===== config.mk =====
export PLATFORM = sky130hd
export DESIGN_NAME = conv_seq_ctrl
export DESIGN_NICKNAME = d
export VERILOG_FILES = /design/src/rtl/conv_pkg.sv /design/src/rtl/conv_tap_counter.sv /design/src/rtl/conv_seq_ctrl.sv
export SDC_FILE = /design/constraint.sdc
export NUM_CORES = 1
export LEC_CHECK = 0
export CAP_MARGIN = 10
export CORE_MARGIN = 1.5
export CORE_UTILIZATION = 35
export DETAILED_ROUTE_END_ITERATION = 8
export PLACE_DENSITY = 0.58
export REMOVE_ABC_BUFFERS = 1
export SLEW_MARGIN = 25
export SYNTH_ARGS = -nofsm -noshare
export SYNTH_HDL_FRONTEND = slang
export SYNTH_HIERARCHICAL = 1
export SYNTH_SLANG_ARGS = --single-unit

===== constraint.sdc =====
create_clock -name clk -period 4.2 [get_ports clk]
set_input_delay 0.84 -clock clk [delete_from_list [all_inputs] [get_ports clk]]
set_output_delay 0.84 -clock clk [all_outputs]
set_load 0.05 [all_outputs]

===== src/rtl/conv_pkg.sv =====
// Shared state encoding and sizing helpers for the convolution sequencer.
package conv_pkg;

   typedef enum logic [2:0] {
      ST_IDLE,
      ST_LOAD,
      ST_MAC,
      ST_DRAIN,
      ST_OUT,
      ST_DONE
   } conv_state_e;

   function automatic int unsigned conv_num_outputs(input int unsigned x_size,
                                                    input int unsigned f_size);
      return x_size - f_size + 1;
   endfunction

endpackage


===== src/rtl/conv_tap_counter.sv =====
// Loadable, enabled up-counter that saturates at MAX_VAL and flags it.
module conv_tap_counter #(
   parameter int unsigned WIDTH   = 2,
   parameter int unsigned MAX_VAL = 3
) (
   input  logic             clk,
   input  logic             rst_n,
   input  logic             load_i,
   input  logic [WIDTH-1:0] load_val_i,
   input  logic             en_i,
   output logic [WIDTH-1:0] cnt_o,
   output logic             tc_o
);

   localparam logic [WIDTH-1:0] MAX_CNT = WIDTH'(MAX_VAL);

   logic [WIDTH-1:0] cnt_q;
   logic [WIDTH-1:0] cnt_d;

   assign tc_o  = (cnt_q == MAX_CNT);
   assign cnt_o = cnt_q;

   // NOTE: default assignment first so every path assigns cnt_d and no latch is inferred.
   always_comb begin
      cnt_d = cnt_q;
      if (load_i) begin
         cnt_d = load_val_i;
      end else if (en_i && !tc_o) begin
         cnt_d = cnt_q + WIDTH'(1);
      end
   end

   // NOTE: state registers use non-blocking assignments and an asynchronous active-low clear.
   always_ff @(posedge clk or negedge rst_n) begin
      if (!rst_n) begin
         cnt_q <= '0;
      end else begin
         cnt_q <= cnt_d;
      end
   end

endmodule


===== src/rtl/conv_seq_ctrl.sv =====
// Control sequencer for a 1-D valid convolution: walks output indices and filter taps.
module conv_seq_ctrl
   import conv_pkg::*;
#(
   parameter int unsigned X_SIZE           = 8,
   parameter int unsigned F_SIZE           = 4,
   parameter int unsigned X_MEM_ADDR_WIDTH = $clog2(X_SIZE),
   parameter int unsigned F_MEM_ADDR_WIDTH = $clog2(F_SIZE)
) (
   input  logic                        clk,
   input  logic                        reset,
   input  logic                        conv_start,
   input  logic                        m_ready_y,
   output logic                        load_xaddr,
   output logic [X_MEM_ADDR_WIDTH-1:0] load_xaddr_val,
   output logic                        en_xaddr_incr,
   output logic                        load_faddr,
   output logic                        en_faddr_incr,
   output logic                        reset_accum,
   output logic                        en_accum,
   output logic                        m_valid_y,
   output logic                        conv_done,
   output logic                        busy
);

   localparam int unsigned LAST_IDX = conv_num_outputs(X_SIZE, F_SIZE) - 1;

   conv_state_e                 state_q;
   logic [F_MEM_ADDR_WIDTH-1:0] k_q;
   logic                        k_tc;
   logic [X_MEM_ADDR_WIDTH-1:0] out_idx_q;
   logic                        idx_tc;
   logic                        out_hs;

   assign out_hs = (state_q == ST_OUT) && m_ready_y;

   // Tap counter: cleared in LOAD, steps once per MAC cycle, flags the last tap.
   conv_tap_counter #(
      .WIDTH   (F_MEM_ADDR_WIDTH),
      .MAX_VAL (F_SIZE - 1)
   ) u_k_cnt (
      .clk        (clk),
      .rst_n      (reset),
      .load_i     (state_q == ST_LOAD),
      .load_val_i ('0),
      .en_i       (state_q == ST_MAC),
      .cnt_o      (k_q),
      .tc_o       (k_tc)
   );

   conv_tap_counter #(
      .WIDTH   (X_MEM_ADDR_WIDTH),
      .MAX_VAL (LAST_IDX)
   ) u_idx_cnt (
      .clk        (clk),
      .rst_n      (reset),
      .load_i     ((state_q == ST_IDLE) && conv_start),
      .load_val_i ('0),
      .en_i       (out_hs),
      .cnt_o      (out_idx_q),
      .tc_o       (idx_tc)
   );

   always_ff @(posedge clk or negedge reset) begin
      if (!reset) begin
         state_q <= ST_IDLE;
      end else begin
         unique case (state_q)
            ST_IDLE:  if (conv_start) state_q <= ST_LOAD;
            ST_LOAD:  state_q <= ST_MAC;
            ST_MAC:   if (k_tc) state_q <= ST_DRAIN;
            ST_DRAIN: state_q <= ST_OUT;
            ST_OUT:   if (m_ready_y) state_q <= idx_tc ? ST_DONE : ST_LOAD;
            ST_DONE:  state_q <= ST_IDLE;
            default:  state_q <= ST_IDLE;
         endcase
      end
   end

   // Outputs decode registered state only; the last product lands during DRAIN.
   assign load_xaddr     = (state_q == ST_LOAD);
   assign load_faddr     = (state_q == ST_LOAD);
   assign reset_accum    = (state_q == ST_LOAD);
   assign load_xaddr_val = out_idx_q;
   assign en_xaddr_incr  = (state_q == ST_MAC) && !k_tc;
   assign en_faddr_incr  = (state_q == ST_MAC) && !k_tc;
   assign en_accum       = ((state_q == ST_MAC) && (k_q != '0)) || (state_q == ST_DRAIN);
   assign m_valid_y      = (state_q == ST_OUT);
   assign conv_done      = (state_q == ST_DONE);
   assign busy           = (state_q != ST_IDLE);

endmodule


==> results of run 1 <==
[worst register-to-register path, delay by kind of cell, from the launching register on]
| kind | cells | cell delay [ns] |
|---|---|---|
| simple gates | 2 | 0.91 |
| compound gates | 1 | 0.14 |
| flops | 1 | 0.57 |
[worst max path at each step]
stage | startpoint | endpoint | depth (start not counted)
after floorplan | state_q[0] | u_k_cnt/cnt_o[1] | 2
after global placement | state_q[0] | load_faddr | 2
after detailed placement | state_q[0] | load_xaddr | 2
after CTS | state_q[0] | load_xaddr | 2
after global routing | state_q[0] | load_xaddr | 2
final | state_q[0] | load_xaddr | 2
[cell type report]
| cell class | count | share of cell area, % |
|---|---|---|
| clock buffer | 3 | 2.951 |
| inverter | 5 | 2.459 |
| multi-input combinational | 47 | 46.07 |
| sequential | 8 | 26.23 |
| tap | 16 | 2.623 |
| timing repair buffer | 15 | 19.67 |
[metal layers]
metal	up-vias	track usage, %	wire (um)
met5	-	0	0
met4	0	1.765	0
met3	0	7.200	59
met2	9	16.23	431
met1	203	17.17	550
li1	239	-	-
[cell usage in the layout, fill, tap and decap left out]
master,instances
and3b_1,1
nor3b_4,2
a211oi_1,1
ha_1,3
nor3_1,1
or2b_1,1
conb_1,5
o211ai_2,1
nor2_1,1
dfrtp_1,8
nand2_1,7
o21ai_1,3
and2b_1,2
or3_1,1
nand3b_1,1
o211ai_1,1
inv_1,5
nand4bb_1,1
and2_1,1
xnor2_1,2
clkbuf_4,3
nor3b_1,4
clkdlybuf4s50_1,15
o221ai_1,1
or4b_1,1
nor2b_1,1
a21boi_2,1
o311ai_0,2
and2_4,1
o21a_1,1
[stage by stage]
step	setup TNS, ns	hold slack, ns	worst slack (ns)	area, um^2
after floorplan	-3.390	0.5444	-0.7534	570.5
after global placement	0	0.6026	1.216	740.7
after detailed placement	0	0.6075	1.152	740.7
after CTS	0	0.6147	0.8768	763.2
after global routing	0	0.6785	0.7361	763.2
final	0	0.6099	0.9145	763.2
[logic make-up after synthesis]
kind of cell,count (synthesis),synth area share (%)
flip-flops,8,32.72
other,1,0.6129
adder cells (fa/ha/maj),3,6.136
buffers and inverters,11,12.27
XOR/XNOR,2,2.864
AO/OA/AOI/OAI,11,14.32
AND/OR/NAND/NOR,26,31.09
[sequential cells by signal (all words and copies together), names as in the netlist]
register and count:
state_q 3, u_idx_cnt/cnt_o 3, u_k_cnt/cnt_o 2
==> parameters.txt, run 1 <==
Parameter                              Value

Outcome
  Status ... complete, no violations

GRT
  Maximum number of pins on one net before global-route repair ... 12
  Remaining global-route overflow ... 0
  Global-route wire length before repair ... 1752 um
  GRT Util Overall ... 12.12%
  Vias in the first global route ... 408
  Antenna violations before repair ... 0

Critical path
  Family of cells with the greatest summed delay on the critical path ... buffers and inverters
  Data required time at the worst endpoint ... 3.36 ns
  Launching element type of the critical path ... register
  CP bufs+invs ... 1
  Worst reg2reg path startpoint ... state_q[0]
  Depth of the most critical reg-to-reg path ... 3
  Series of cell instances along the critical path ... nor3b_1, clkdlybuf4s50_1
  Setup crit end kind ... output pin
  Kind of critical path ... register to output pin
  R2r endpoint ... u_k_cnt/cnt_o[1]
  Largest stage delay on the critical path ... 0.94 ns
  Reg2reg setup slack ... 2.42 ns
  CP max-delay cell ... clkdlybuf4s50_1
  Worst EP arrival ... 2.45 ns
  Largest driver fanout on the critical path ... 10

Final layout
  Core Util, Final ... 48.41%
  Area of combinational cells with multiple inputs ... 351.6 um^2
  Number of nets in the final layout ... 87
  Seq. cell area ... 200.2 um^2
  Number of diodes ... 0
  Proportion of layout cells with a drive suffix above 1 ... 10.26%
  Count of placed standard cells in the final layout, fillers left out ... 94
  Count of fill cells added during filler insertion ... 154
  Synthesis-to-layout area growth ... 24.74%

STA
  Worst Tran Pin Value ... 0.7681 ns
  Total count of max-transition violations in the final report ... 0
  Maximum frequency from static timing analysis ... 0.3044 GHz
  Largest clock skew in the final design ... 0.003250 ns
  Portion of the clock cycle consumed by the worst path in the final layout ... 78.23%
  Final setup viols ... 0
  Setup repair after global routing missed its margin ... false
  Final hold violation count ... 0
  Minimum period implied by the final worst setup slack ... 3.286 ns
  Headroom to the max-slew limit ... 48.68%

Die
  Area enclosed by the die boundary ... 2008 um^2
  Chip Width ... 44.81 um
  CORE AREA ... 1577 um^2
  Vert. Die Dim ... 44.81 um
  Starting density of the core ... 38.81%
  Total I/O pin count ... 16
  Rows ... 14

CTS
  CTS tree ... done
  Cts bufs inserted ... 3
  Clock Pin Slew Worst Setup and Hold Paths ... 0.05 ns
  Root Buffer Master ... clkbuf_4
  Post-CTS Hold Fix Bufs ... 0
  Maximum level of the CTS H-tree ... 1
  # clock sinks ... 8
  CTS max path bufs ... 2
  Worst skew pair latency ... 0.25 ns
  Number of setup buffers added after CTS ... 0
  Number of gates resized after cts ... 0

Placed design
  Placer Congestion ... 0.6979
  Port bufs ... 15
  Total instance count after detailed placement ... 91
  Dpl hpwl ... 784.8 um

Synthesis
  Avg Synthesized Cell Area ... 9.868 um^2
  Synthesized flop and latch total ... 8
  Syn Inst Count ... 62
  Sequential area share after synthesis ... 32.72%
  Netlist cell types ... 30
  Post-synth ARST share ... 100.0%
  Top flip-flop cell by instance count after synthesis ... dfrtp_1
  Post-synth top cells ... dfrtp_1, nand2_1, inv_1, nor3b_1
  Area share of the largest cell type after synthesis ... 32.72%
  Area leader, netlist ... dfrtp_1
  Library cell with the highest instance count after synthesis ... dfrtp_1
  Ranking of synthesized cells by area ... dfrtp_1, ha_1, nor3b_4
  Netlist area before placement ... 611.8 um^2
  Warning count from the yosys run ... 6
  Post-synth EDFFs ... 0

Route
  Total via count in the routed design ... 451
  Final routed wirelength across all metal layers ... 1041 um
  Total iterations of the first detailed-routing run ... 4
  Violation count after the first detailed-routing iteration ... 5
  Average routed wire per standard cell ... 11.07 um
  Drt via density ... 4.798
  Number of remaining DRC errors ... 0
  Detail Route Antenna Nets ... 0

Worst hold path
  Min-delay worst type ... register to register
  Number of instances on the worst hold path ... 1
  Startpoint of the most critical hold path ... u_idx_cnt/cnt_o[2]
  Worst Hold Endpoint ... u_idx_cnt/cnt_o[2]

Flow run
  MaxCap Viol Count ... 0
Power of run 1 is left out: the tool's default activity adds up to more than one toggle a clock period on the data nets, which glitch-free logic cannot reach.
==> run 2, diff against run 1 <==
- PLACE_DENSITY: 0.58 -> 0.6
- clock period: 4.2 -> 2.8 ns (I/O delays scaled with it)
==> run 2 against run 1 <==
Against the previous run: sequential share of layout area down 0.51 points; clock skew rose by 0.0027 ns; design area is 2.0% higher; worst setup slack worse by 0.68 ns; register-to-register slack worse by 1.2 ns; critical path type unchanged; global-route usage increased by 0.14 points; core utilization rose by 0.95 points; cell count rose by 3.2%; critical path depth grew 1; hold slack worse by 0.019 ns; flip-flop and latch count did not move.
==> parameters.txt, run 2 (same netlist as run 1, synthesis figures left out) <==
Parameter                              Value

Critical path
  Worst EP arrival ... 2.00 ns (was 2.45 ns)
  Setup crit end kind ... output pin (unchanged)
  Reg2reg setup slack ... 1.21 ns (was 2.42 ns)
  Largest stage delay on the critical path ... 0.80 ns (was 0.94 ns)
  Launching element type of the critical path ... register (unchanged)
  Series of cell instances along the critical path ... nor3b_4, and2b_1, clkdlybuf4s50_1 (was nor3b_1, clkdlybuf4s50_1)
  Kind of critical path ... register to output pin (unchanged)
  Data required time at the worst endpoint ... 2.24 ns (was 3.36 ns)
  CP max-delay cell ... clkdlybuf4s50_1 (unchanged)
  Largest driver fanout on the critical path ... 10 (unchanged)

GRT
  Vias in the first global route ... 404 (was 408)
  Antenna violations before repair ... 0 (unchanged)
  Remaining global-route overflow ... 0 (unchanged)
  GRT Util Overall ... 12.26% (was 12.12%)
  Global-route wire length before repair ... 1725 um (was 1752 um)
  Maximum number of pins on one net before global-route repair ... 12 (unchanged)

CTS
  Cts bufs inserted ... 3 (unchanged)
  CTS tree ... done (unchanged)
  Post-CTS Hold Fix Bufs ... 0 (unchanged)
  Clock Pin Slew Worst Setup and Hold Paths ... 0.05 ns (about the same)
  Maximum level of the CTS H-tree ... 1 (unchanged)
  # clock sinks ... 8 (unchanged)
  CTS max path bufs ... 2 (unchanged)
  Number of setup buffers added after CTS ... 0 (unchanged)
  Root Buffer Master ... clkbuf_4 (unchanged)
  Number of gates resized after cts ... 0 (unchanged)
  Worst skew pair latency ... 0.25 ns (about the same)

Route
  Violation count after the first detailed-routing iteration ... 7 (was 5)
  Final routed wirelength across all metal layers ... 1022 um (was 1041 um)
  Number of remaining DRC errors ... 0 (unchanged)
  Detail Route Antenna Nets ... 0 (unchanged)
  Total iterations of the first detailed-routing run ... 6 (was 4)
  Drt via density ... 4.938 (was 4.798)
  Average routed wire per standard cell ... 10.54 um (was 11.07 um)
  Total via count in the routed design ... 479 (was 451)

Worst hold path
  Min-delay worst type ... primary input to asynchronous set/reset pin (was register to register)

Outcome
  Status ... complete, no violations (unchanged)

STA
  Worst Tran Pin Value ... 0.5002 ns (was 0.7681 ns)
  Largest clock skew in the final design ... 0.005974 ns (was 0.003250 ns)
  Setup ws final ... 0.2357 ns (was 0.9145 ns)
  Maximum frequency from static timing analysis ... 0.3900 GHz
  Final setup viols ... 0 (unchanged)
  Total count of max-transition violations in the final report ... 0 (unchanged)
  Portion of the clock cycle consumed by the worst path in the final layout ... 91.58%
  Minimum period implied by the final worst setup slack ... 2.564 ns
  Headroom to the max-slew limit ... 66.55% (was 48.68%)
  Setup repair after global routing missed its margin ... false (unchanged)
  Final hold violation count ... 0 (unchanged)

Placed design
  Port bufs ... 15 (unchanged)
  Dpl hpwl ... 804.2 um (was 784.8 um)
  Placer Congestion ... 0.6770 (was 0.6979)
  Pre-CTS WS ... 0.5083 ns (was 1.152 ns)

Die
  Starting density of the core ... 38.81% (unchanged)
  CORE AREA ... 1577 um^2 (unchanged)
  Rows ... 14 (unchanged)
  Vert. Die Dim ... 44.81 um (unchanged)
  Total I/O pin count ... 16 (unchanged)
  Area enclosed by the die boundary ... 2008 um^2 (unchanged)
  Chip Width ... 44.81 um (unchanged)

Final layout
  Number of diodes ... 0 (unchanged)
  Proportion of layout cells with a drive suffix above 1 ... 17.28% (was 10.26%)
  Most common cell after layout, fill and taps aside ... clkdlybuf4s50_1 (unchanged)
  Synthesis-to-layout area growth ... 27.20% (was 24.74%)
  Top library cells by usage in the layout, fill and taps aside ... clkdlybuf4s50_1, dfrtp_1, nand2_1 (unchanged)
  Number of nets in the final layout ... 90 (was 87)

Flow run
  MaxCap Viol Count ... 0 (unchanged)
==> run 2: area by class of cell <==
type	count	area, um^2
repair buffers	18	165.2
flip-flops and latches	8	200.2
inverters	5	18.77
multi-input cells	47	351.6
well taps	16	20.02
fillers	147	798.3
clock buffers	3	22.52
==> run 2: through the flow <==
| stage | std cells | area (um^2) | utilization, % | hold slack (ns) | setup TNS [ns] |
|---|---|---|---|---|---|
| 2_1_floorplan | 60 | 570.5 | - | 0.2644 | -9.550 |
| 3_3_place_gp | 94 | 755.7 | 47.94 | 0.6107 | 0 |
| 3_5_place_dp | 94 | 755.7 | 47.94 | 0.6237 | 0 |
| 4_1_cts | 97 | 778.2 | 49.37 | 0.5927 | 0 |
| 5_1_grt | 97 | 778.2 | 49.37 | 0.6067 | 0 |
| 6_report | 97 | 778.2 | 49.37 | 0.5904 | 0 |
==> run 2: path summary, 6_finish.rpt <==
path / startpoint / to / cells past startpoint
max: state_q[0] / en_xaddr_incr / 3
min: reset / state_q[0] / 1
max reg2reg: state_q[2] / u_idx_cnt/cnt_o[1] / 5
min reg2reg: u_idx_cnt/cnt_o[2] / u_idx_cnt/cnt_o[2] / 1
max in group asynchronous: reset / u_idx_cnt/cnt_o[1] / 1
min in group clk: u_idx_cnt/cnt_o[2] / u_idx_cnt/cnt_o[2] / 1
==> run 2: critical path: cells and delay by family, from the launching register on <==
kind | cells | cell delay, ns
buffers and inverters | 1 | 0.80
and+or+nand+nor | 2 | 0.43
DFF | 1 | 0.52
==> run 2: routing by layer <==
layer,track usage (%),share of wire [%]
met3,7.200,6.0
met2,17.10,45
met4,3.529,0.59
met1,16.04,48
met5,0,0
Power of run 2 is left out for the same reason.
